===== config.mk =====
export PLATFORM = sky130hd
export DESIGN_NAME = mips_mc_controller
export DESIGN_NICKNAME = d
export VERILOG_FILES = /design/src/rtl/mips_pkg.sv /design/src/rtl/mips_alu_decoder.sv /design/src/rtl/mips_mc_controller.sv
export SDC_FILE = /design/constraint.sdc
export NUM_CORES = 1
export LEC_CHECK = 0
export CORE_UTILIZATION = 39
export DETAILED_ROUTE_END_ITERATION = 10
export PLACE_DENSITY = 0.67
export SYNTH_ARGS = -nofsm -noshare
export SYNTH_HDL_FRONTEND = slang
export SYNTH_SLANG_ARGS = --single-unit

===== constraint.sdc =====
create_clock -name clk -period 3.5 [get_ports clk]
set_clock_uncertainty 0.15 [all_clocks]
set_input_delay 0.7 -clock clk [delete_from_list [all_inputs] [get_ports clk]]
set_output_delay 0.7 -clock clk [all_outputs]
set_load 0.02 [all_outputs]

===== src/rtl/mips_pkg.sv =====
// Shared opcode/funct codes, ALU control codes, datapath mux codes and the
// controller state/control-word types for the multi-cycle MIPS controller.
package mips_pkg;

   localparam logic [5:0] OP_RTYPE = 6'b000000;
   localparam logic [5:0] OP_J     = 6'b000010;
   localparam logic [5:0] OP_JAL   = 6'b000011;
   localparam logic [5:0] OP_BEQ   = 6'b000100;
   localparam logic [5:0] OP_BNE   = 6'b000101;
   localparam logic [5:0] OP_ADDI  = 6'b001000;
   localparam logic [5:0] OP_SLTI  = 6'b001010;
   localparam logic [5:0] OP_ANDI  = 6'b001100;
   localparam logic [5:0] OP_ORI   = 6'b001101;
   localparam logic [5:0] OP_LUI   = 6'b001111;
   localparam logic [5:0] OP_LW    = 6'b100011;
   localparam logic [5:0] OP_SW    = 6'b101011;

   localparam logic [5:0] FN_JR    = 6'b001000;
   localparam logic [5:0] FN_ADD   = 6'b100000;
   localparam logic [5:0] FN_SUB   = 6'b100010;
   localparam logic [5:0] FN_AND   = 6'b100100;
   localparam logic [5:0] FN_OR    = 6'b100101;
   localparam logic [5:0] FN_SLT   = 6'b101010;

   typedef enum logic [3:0] {
      ALU_AND = 4'b0000,
      ALU_OR  = 4'b0001,
      ALU_ADD = 4'b0010,
      ALU_SUB = 4'b0110,
      ALU_SLT = 4'b0111
   } alu_ctl_t;

   localparam logic [1:0] PCSRC_ALU    = 2'b00;
   localparam logic [1:0] PCSRC_ALUOUT = 2'b01;
   localparam logic [1:0] PCSRC_JUMP   = 2'b10;
   localparam logic [1:0] PCSRC_RS     = 2'b11;

   localparam logic [1:0] SRCB_RT     = 2'b00;
   localparam logic [1:0] SRCB_FOUR   = 2'b01;
   localparam logic [1:0] SRCB_IMM    = 2'b10;
   localparam logic [1:0] SRCB_IMM_SH = 2'b11;

   localparam logic [1:0] REGDST_RT  = 2'b00;
   localparam logic [1:0] REGDST_RD  = 2'b01;
   localparam logic [1:0] REGDST_R31 = 2'b10;

   localparam logic [1:0] M2R_ALUOUT = 2'b00;
   localparam logic [1:0] M2R_MDR    = 2'b01;
   localparam logic [1:0] M2R_PC     = 2'b10;
   localparam logic [1:0] M2R_LUI    = 2'b11;

   typedef enum logic [3:0] {
      S_FETCH, S_DECODE, S_EXEC_R, S_WB_R, S_EXEC_I, S_WB_I, S_MEM_ADDR,
      S_MEM_RD, S_MEM_WB, S_MEM_WR, S_BRANCH, S_JUMP, S_WB_LUI, S_TRAP
   } state_t;

   typedef struct packed {
      logic       mem_read;
      logic       mem_write;
      logic       iord;
      logic       pc_write;
      logic       pc_write_c;
      logic       beqorne;
      logic [1:0] pc_src;
      logic       alu_src_a;
      logic [1:0] alu_src_b;
      logic [3:0] alu_ctl;
      logic       reg_write;
      logic [1:0] reg_dst;
      logic [1:0] mem_to_reg;
      logic       mem_err;
      logic       illegal;
   } ctl_t;

   function automatic logic is_mem_state(state_t s);
      return s inside {S_FETCH, S_MEM_RD, S_MEM_WR};
   endfunction

endpackage


===== src/rtl/mips_alu_decoder.sv =====
// Combinational ALU control decode: funct for R-type, opcode otherwise,
// plus a flag for any opcode/funct the controller does not implement.
module mips_alu_decoder
   import mips_pkg::*;
(
   input  logic [5:0] opcode_i,
   input  logic [5:0] funct_i,
   output logic [3:0] alu_ctl_o,
   output logic       illegal_o
);

   always_comb begin
      alu_ctl_o = ALU_ADD;
      illegal_o = 1'b0;
      case (opcode_i)
         OP_RTYPE: begin
            case (funct_i)
               FN_ADD:  alu_ctl_o = ALU_ADD;
               FN_SUB:  alu_ctl_o = ALU_SUB;
               FN_AND:  alu_ctl_o = ALU_AND;
               FN_OR:   alu_ctl_o = ALU_OR;
               FN_SLT:  alu_ctl_o = ALU_SLT;
               FN_JR:   alu_ctl_o = ALU_ADD;
               default: illegal_o = 1'b1;
            endcase
         end
         OP_ADDI: alu_ctl_o = ALU_ADD;
         OP_ANDI: alu_ctl_o = ALU_AND;
         OP_ORI:  alu_ctl_o = ALU_OR;
         OP_SLTI: alu_ctl_o = ALU_SLT;
         OP_LW, OP_SW, OP_BEQ, OP_BNE, OP_J, OP_JAL, OP_LUI: alu_ctl_o = ALU_ADD;
         default: illegal_o = 1'b1;
      endcase
   end

endmodule


===== src/rtl/mips_mc_controller.sv =====
// Multi-cycle MIPS controller FSM with ready-handshaked unified memory port.
// Optional MIPS_MC_TRAP_EN: illegal instructions take a TRAP state (PC <- vector).
module mips_mc_controller
   import mips_pkg::*;
#(
   parameter int unsigned ALUCTL_W    = 4,
   parameter int unsigned MEM_TIMEOUT = 0,
   parameter int unsigned TMO_W       = 8
) (
   input  logic                clk,
   input  logic                rst,
   input  logic [5:0]          opcode,
   input  logic [5:0]          funct,
   input  logic                zero,
   input  logic                mem_ready,
   output logic                mem_read,
   output logic                mem_write,
   output logic                iord,
   output logic                ir_write,
   output logic                pc_write,
   output logic                pc_write_c,
   output logic                beqorne,
   output logic [1:0]          pc_src,
   output logic                alu_src_a,
   output logic [1:0]          alu_src_b,
   output logic [ALUCTL_W-1:0] alu_ctl,
   output logic                reg_write,
   output logic [1:0]          reg_dst,
   output logic [1:0]          mem_to_reg,
   output logic                mem_err,
   output logic                illegal
);

`ifdef MIPS_MC_TRAP_EN
   localparam state_t ILL_NEXT = S_TRAP;
`else
   localparam state_t ILL_NEXT = S_FETCH;
`endif

   state_t           state_q, state_d;
   ctl_t             ctl_q, ctl_d;
   logic [TMO_W-1:0] cnt_q, cnt_d;
   logic [3:0]       dec_alu;
   logic             dec_illegal;
   logic             in_mem, timeout, fetch_done;

   // Branch resolution on zero happens in the datapath via pc_write_c/beqorne.
   logic unused_zero;
   assign unused_zero = zero;

   mips_alu_decoder u_dec (
      .opcode_i  (opcode),
      .funct_i   (funct),
      .alu_ctl_o (dec_alu),
      .illegal_o (dec_illegal)
   );

   function automatic ctl_t moore_ctl(state_t s, logic [5:0] op, logic [3:0] alu);
      ctl_t c;
      c = '0;
      case (s)
         S_FETCH: begin
            c.mem_read = 1'b1;  c.alu_src_b = SRCB_FOUR;  c.alu_ctl = ALU_ADD;
         end
         S_DECODE: begin
            c.alu_src_b = SRCB_IMM_SH;  c.alu_ctl = ALU_ADD;
         end
         S_EXEC_R: begin
            c.alu_src_a = 1'b1;  c.alu_src_b = SRCB_RT;  c.alu_ctl = alu;
         end
         S_WB_R: begin
            c.reg_write = 1'b1;  c.reg_dst = REGDST_RD;  c.mem_to_reg = M2R_ALUOUT;
         end
         S_EXEC_I: begin
            c.alu_src_a = 1'b1;  c.alu_src_b = SRCB_IMM;  c.alu_ctl = alu;
         end
         S_WB_I:     begin c.reg_write = 1'b1;  c.reg_dst = REGDST_RT; end
         S_MEM_ADDR: begin
            c.alu_src_a = 1'b1;  c.alu_src_b = SRCB_IMM;  c.alu_ctl = ALU_ADD;
         end
         S_MEM_RD:   begin c.mem_read = 1'b1;  c.iord = 1'b1; end
         S_MEM_WB: begin
            c.reg_write = 1'b1;  c.reg_dst = REGDST_RT;  c.mem_to_reg = M2R_MDR;
         end
         S_MEM_WR:   begin c.mem_write = 1'b1;  c.iord = 1'b1; end
         S_BRANCH: begin
            c.alu_src_a  = 1'b1;          c.alu_src_b = SRCB_RT;  c.alu_ctl = ALU_SUB;
            c.pc_write_c = 1'b1;          c.pc_src    = PCSRC_ALUOUT;
            c.beqorne    = op[0];
         end
         S_JUMP: begin
            c.pc_write = 1'b1;
            c.pc_src   = (op == OP_RTYPE) ? PCSRC_RS : PCSRC_JUMP;
            if (op == OP_JAL) begin
               c.reg_write = 1'b1;  c.reg_dst = REGDST_R31;  c.mem_to_reg = M2R_PC;
            end
         end
         S_WB_LUI: begin
            c.reg_write = 1'b1;  c.reg_dst = REGDST_RT;  c.mem_to_reg = M2R_LUI;
         end
         S_TRAP:     begin c.pc_write = 1'b1;  c.pc_src = PCSRC_JUMP; end
         default:    c = '0;
      endcase
      return c;
   endfunction

   always_comb begin
      in_mem  = is_mem_state(state_q);
      timeout = (MEM_TIMEOUT != 0) && in_mem && !mem_ready &&
                (cnt_q == TMO_W'(MEM_TIMEOUT - 1));
      cnt_d   = (in_mem && !mem_ready && !timeout) ? cnt_q + TMO_W'(1) : '0;

      state_d = state_q;
      case (state_q)
         S_FETCH:  state_d = mem_ready ? S_DECODE : S_FETCH;
         S_DECODE: begin
            if (dec_illegal) state_d = ILL_NEXT;
            else begin
               case (opcode)
                  OP_RTYPE:  state_d = (funct == FN_JR) ? S_JUMP : S_EXEC_R;
                  OP_LW, OP_SW: state_d = S_MEM_ADDR;
                  OP_BEQ, OP_BNE: state_d = S_BRANCH;
                  OP_J, OP_JAL: state_d = S_JUMP;
                  OP_ADDI, OP_ANDI, OP_ORI, OP_SLTI: state_d = S_EXEC_I;
                  OP_LUI:    state_d = S_WB_LUI;
                  default:   state_d = ILL_NEXT;
               endcase
            end
         end
         S_EXEC_R:   state_d = S_WB_R;
         S_EXEC_I:   state_d = S_WB_I;
         S_MEM_ADDR: state_d = (opcode == OP_SW) ? S_MEM_WR : S_MEM_RD;
         S_MEM_RD: begin
            if (timeout)        state_d = S_FETCH;
            else if (mem_ready) state_d = S_MEM_WB;
         end
         S_MEM_WR:   if (timeout || mem_ready) state_d = S_FETCH;
         default:    state_d = S_FETCH;
      endcase

      // Control word is precomputed for the next state so outputs come from flops;
      // the error/illegal pulses therefore land in the cycle after the event.
      ctl_d         = moore_ctl(state_d, opcode, dec_alu);
      ctl_d.mem_err = timeout;
      ctl_d.illegal = (state_q == S_DECODE) && dec_illegal;
   end

   always_ff @(posedge clk) begin
      if (rst) begin
         state_q <= S_FETCH;
         ctl_q   <= moore_ctl(S_FETCH, '0, '0);
         cnt_q   <= '0;
      end else begin
         state_q <= state_d;
         ctl_q   <= ctl_d;
         cnt_q   <= cnt_d;
      end
   end

   assign fetch_done = !rst && (state_q == S_FETCH) && mem_ready;

   assign mem_read   = !rst && ctl_q.mem_read;
   assign mem_write  = !rst && ctl_q.mem_write;
   assign iord       = !rst && ctl_q.iord;
   assign ir_write   = fetch_done;
   assign pc_write   = (!rst && ctl_q.pc_write) || fetch_done;
   assign pc_write_c = !rst && ctl_q.pc_write_c;
   assign beqorne    = !rst && ctl_q.beqorne;
   assign pc_src     = rst ? '0 : ctl_q.pc_src;
   assign alu_src_a  = !rst && ctl_q.alu_src_a;
   assign alu_src_b  = rst ? '0 : ctl_q.alu_src_b;
   assign alu_ctl    = rst ? '0 : ALUCTL_W'(ctl_q.alu_ctl);
   assign reg_write  = !rst && ctl_q.reg_write;
   assign reg_dst    = rst ? '0 : ctl_q.reg_dst;
   assign mem_to_reg = rst ? '0 : ctl_q.mem_to_reg;
   assign mem_err    = !rst && ctl_q.mem_err;
   assign illegal    = !rst && ctl_q.illegal;

endmodule

== Word-level counts from Yosys, hierarchy flattened ==
Index checks and enable logic that the tools add are counted.
Widths: inputs -> output; s select.

* Word-level logic and storage cells: 112
* Output and inout bits: 23
* Flip-flop bits (word level): 26

* Equal/unequal tests: 36
* Bitwise gates (word level): 1
* Reduce and logical (&&, ||, !) cells: 30
* Mux-type cells: 29

{| class="wikitable"
|+ Operators with widths
! kind !! number
|-
| $eq 6x6->1 const B || 7
|-
| $eq 6x4->1 const B || 6
|-
| $pmux 6 s6 || 1
|-
| $eq 4x3->1 const B || 7
|-
| $eq 4x4->1 const B || 7
|-
| $pmux 4 s7 || 1
|-
| $mux 4 || 6
|-
| $pmux 4 s6 || 1
|-
| $pmux 4 s4 || 1
|-
| $reduce_or 2->1 || 7
|-
| $logic_and 1x1->1 || 13
|-
| $eq 4x2->1 const B || 3
|-
| $eq 6x2->1 const B || 2
|-
| $eq 6x3->1 const B || 2
|-
| $pmux 2 s3 || 2
|-
| $pmux 3 s4 || 1
|-
| $reduce_or 11->1 || 1
|-
| $mux 2 || 5
|-
| $pmux 3 s3 || 1
|-
| $eq 4x1->1 const B || 2
|-
| $logic_not 4->1 || 2
|-
| $mux 1 || 8
|-
| $reduce_or 4->1 || 2
|-
| $logic_not 6->1 || 1
|-
| other kinds (7) || 7
|}

== Depth between registers and ports, before layout ==
* Depth in word-level cells: 9
* Depth in mapped cells: 9
* Mapped depth without buffers: 7

== Cells and area by module ==
Synthesis repeated with hierarchy kept, for this count alone.

* Cells, all modules: 203
* Area, all modules: 1,630.3 µm²

{| class="wikitable"
|+ By module, submodules not included
! module !! cells an instance !! times used !! area an instance (µm²)
|-
| mips_mc_controller || 167 || 1 || 1,393.8
|-
| mips_alu_decoder || 36 || 1 || 236.5
|}

== Worst setup path before layout ==
Ideal clock, no wire load.

* Path type: input port to flip-flop
* From: input opcode[0]
* To: register ctl_q[16] (netlist name)
* Data required time: 3,235 ps
* Cell stages on the path: 8
* Slack: 918 ps
* Library setup time: 115 ps
* Arrival: 2,317 ps
* Cells stage by stage: or4_4 -> nor3_4 -> nand3_2 -> a32oi_4 -> nor2b_1 -> buf_2 -> nor3b_1 -> and2_1

* Word-level cells in the longest chain between the ends: 8

{| class="wikitable"
|+ Ends and longest elaborated chain
! element !! RTL line !! text
|-
| start: declaration || mips_mc_controller.sv:12 || <nowiki>input logic [5:0] opcode,</nowiki>
|-
| $eq 6x6->1, or another cell as far along || mips_alu_decoder.sv:15, mips_mc_controller.sv:119, mips_mc_controller.sv:132 ||
|-
| $reduce_or 11->1 (no line), or another cell as far along || n/a ||
|-
| $pmux 1 s2 or $pmux 4 s6 (tied branches) || mips_alu_decoder.sv:15, mips_mc_controller.sv:119 ||
|-
| $mux 4 || mips_mc_controller.sv:117 || <nowiki>if (dec_illegal) state_d = ILL_NEXT;</nowiki>
|-
| $pmux 4 s7 || mips_mc_controller.sv:114 || <nowiki>case (state_q)</nowiki>
|-
| $eq 4x4->1 || mips_mc_controller.sv:61 || <nowiki>case (s)</nowiki>
|-
| $not 1->1 (no line) || n/a ||
|-
| $reduce_or 2->1 (no line) || n/a ||
|-
| end signal: assignment || mips_mc_controller.sv:151 || <nowiki>ctl_q <= moore_ctl(S_FETCH, '0, '0);</nowiki>
|-
| end signal: assignment || mips_mc_controller.sv:155 || <nowiki>ctl_q <= ctl_d;</nowiki>
|-
| end: declaration || mips_mc_controller.sv:41 || <nowiki>ctl_t ctl_q, ctl_d;</nowiki>
|}

Parallel ways exist; a longest one is shown, timed or not.
A chain may end at the register's enable or synchronous reset.

== Worst setup path after layout ==
* From: input rst
* To: output alu_ctl[2]

* Word-level cells in the longest chain between the ends: 1

{| class="wikitable"
|+ Ends and longest elaborated chain
! element !! RTL line !! text
|-
| start: declaration || mips_mc_controller.sv:11 || <nowiki>input logic rst,</nowiki>
|-
| $mux 4 || mips_mc_controller.sv:172 || <nowiki>assign alu_ctl = rst ? '0 : ALUCTL_W'(ctl_q.alu_ctl);</nowiki>
|-
| end: declaration || mips_mc_controller.sv:26 || <nowiki>output logic [ALUCTL_W-1:0] alu_ctl,</nowiki>
|}

No other way between the ends.

==> impl_metrics.ini <==
[setup_path]
critical_path.reg2reg.startpoint = state_q[2]$_SDFF_PP0_
critPathMaxFanout = 31
worst_ep_arrival_time_ns = 2.27
timing.setup.critical_path_class = in -> out
worstSetupStartpointType = input port
critPathCaptureType = output port
startpoint = rst
cp_data_required_time_ns = 2.65

[sta]
setup_total_negative_slack_ns = 0
slew_at_the_pin_with_the_worst_max_slew_slack_ns = 0.556
finalMaxSlewViolations = 0
timing.slew.headroom_pct = 62.9
upper_clock_frequency_limit_ghz = 0.320
setup-violations-final = 0
hold_viol_final = 0
setup_repair_after_global_routing_missed_its_margin = false
timing.final.ws_setup_ns = 0.375
period_share_pct = 89.3
period_minus_slack_ns = 3.12

[synthesis]
synth_cell_type_count = 43
yosys_register_bits = 23
synthMostInstantiatedCell = nor2b_1
synth-edff-count = 0
synthArstFlopShare_pct = 0
netlist_area_um2 = 1450
synthesized_netlist_cell_count = 193
netlist_top_cells_count = 31 x nor2b_1, 26 x nor2_1, 23 x dfxtp_1
synth_top_area_share_pct = 31.8
synth_sequential_area_ratio_pct = 31.8
postSynth.topFlopCell = dfxtp_1
synth.top_cells.by_area = dfxtp_1 32%, nor2b_1 13%, nor2_1 6.7%
synth_top_area_cell = dfxtp_1
syn_area_per_cell_um2 = 7.51
synth.yosys.warnings = 0

[global_route]
number_of_global_route_vias_before_repair = 1312
global_route.usage.total_pct = 17.5
grt_start_max_net_pins = 32
grt_antenna_before_repair = 0
wire_length_of_the_first_global_routing_pass_um = 5660
global_route.overflow_total = 0

[routing]
dr.pass1.iters = 4
routed_wirelength_um = 3230
wl_per_cell_um = 11.8
route.vias.total = 1445
route.detailed.vias_per_inst = 5.27
antenna_left = 0
drt_iter0_drc = 50
remaining_drc_errors = 0

[floorplanning]
floorplan.die_area_um2 = 3970
die_w_um = 63.0
initial_utilization_pct = 42.1
io_pins = 39
dieHeight_um = 63.0
core-area_um2 = 3440
rows = 21

[finish]
final_net_count = 245
number_of_fill_cells_in_the_layout = 339
layout-drive-gt1-share_pct = 10.5
multiInputGateArea_um2 = 911
area_growth_syn_to_layout_pct = 32.1
antenna-diode-count = 0
seqCellArea_um2 = 460

[cts]
clk_latency_ns = 0.26
cts-resized-gates = 0
post_cts.repair.setup_buffers = 0
clock_tree_from_tritoncts = done
cts_htree_levels = 1
number_of_hold_buffers_added_after_cts = 0
cts-buffers-inserted = 3
cts.sinks = 23
clkSlewWorstSetupHoldPaths_ns = 0.08
ctsRootBufferMaster = clkbuf_8
clockBufferDepth = 2

[place]
detailed_place_hpwl_um = 2510
dp_slack_ns = 0.296
routability_congestion_estimate = 0.837
numPortBuffers = 35

[power_and_ir_drop]
power_density_nw_per_um2 = 291
power.ir.vdd_worst_mv = 0.213
leakagePower_nw = 0.664

[flow_run]
timing.max_cap.violations = 0

[worst_hold_path]
worst_hold_startpoint = state_q[3]$_SDFF_PP0_
hold_path_class = reg -> reg

[status]
run_status = completed
[critical path, cell delays in order]
cell and delay (ns):
clkdlybuf4s50_1 0.51, buf_4 0.28, nor2b_1 0.16, clkdlybuf4s50_1 0.62
[through the flow]
| step | utilization [%] | total power [mW] | instance area [um^2] | cells | hold WS (ns) |
|---|---|---|---|---|---|
| detailed placement | 54.3 | 0.403 | 1870 | 270 | 0.552 |
| CTS | 55.7 | 0.563 | 1920 | 274 | 0.565 |
| global route | 55.7 | 0.586 | 1920 | 274 | 0.627 |
| floorplan | - | 0.355 | 1450 | 194 | 0.464 |
| global placement | 54.3 | 0.401 | 1870 | 270 | 0.545 |
| finish | 55.7 | 0.557 | 1920 | 274 | 0.568 |
[where the power goes]
| part | internal (mW) | switching [mW] | total (mW) |
|---|---|---|---|
| Sequential | 0.268 | 0.00368 | 0.272 |
| Clock | 0.0793 | 0.0796 | 0.159 |
| Combinational | 0.0576 | 0.0685 | 0.126 |
| Total | 0.405 | 0.152 | 0.557 |
[layer usage]
layer / vias to the layer above / wire (um) / GRT usage (%)
met4: 0 / 29 / 4.94
li1: 740 / - / -
met1: 652 / 1520 / 21.9
met3: 4 / 166 / 4.20
met2: 49 / 1520 / 29.6
met5: - / 0 / 0
[state kept, by name, indices dropped and copies added, names as in the netlist]
register and flops:
ctl_q 19, state_q 4
[placed cells by master, fill, tap and decap left out, types with 3 or more instances in the layout]
cell type and count:
clkdlybuf4s50_1 35, nand3b_1 4, nor3_1 5, a21oi_1 10
dfxtp_1 23, a31oi_1 4, nand3_1 3, buf_4 11
o21ai_0 12, nand2b_1 5, nand2_1 13, nor4_1 7
nor2_1 26, clkbuf_8 3, nor3b_1 3, nor2b_1 31
[worst paths after layout]
check                         end  slack [ns]  cells after the start
max                    alu_ctl[2]        0.38                      4
min          ctl_q[12]$_SDFF_PP0_        0.57                      3
max reg2reg  ctl_q[16]$_SDFF_PP0_        1.27                      7
min reg2reg  ctl_q[12]$_SDFF_PP0_        0.57                      3
[kinds of logic after synthesis]
family | synth area share, %
AND/OR/NAND/NOR | 42.7
AO/OA/AOI/OAI | 19.0
buffers and inverters | 5.69
XOR/XNOR | 0.604
other | 0.259
flip-flops | 31.8
[final cells by class]
type	count	share of cell area, %
inverters	2	0.392
clock inverters	1	0.261
flip-flops and latches	23	24.0
clock buffers	3	2.16
repair buffers	46	22.6
well taps	46	3.00
multi-input cells	153	47.6
(Power assumes the default switching activity.)
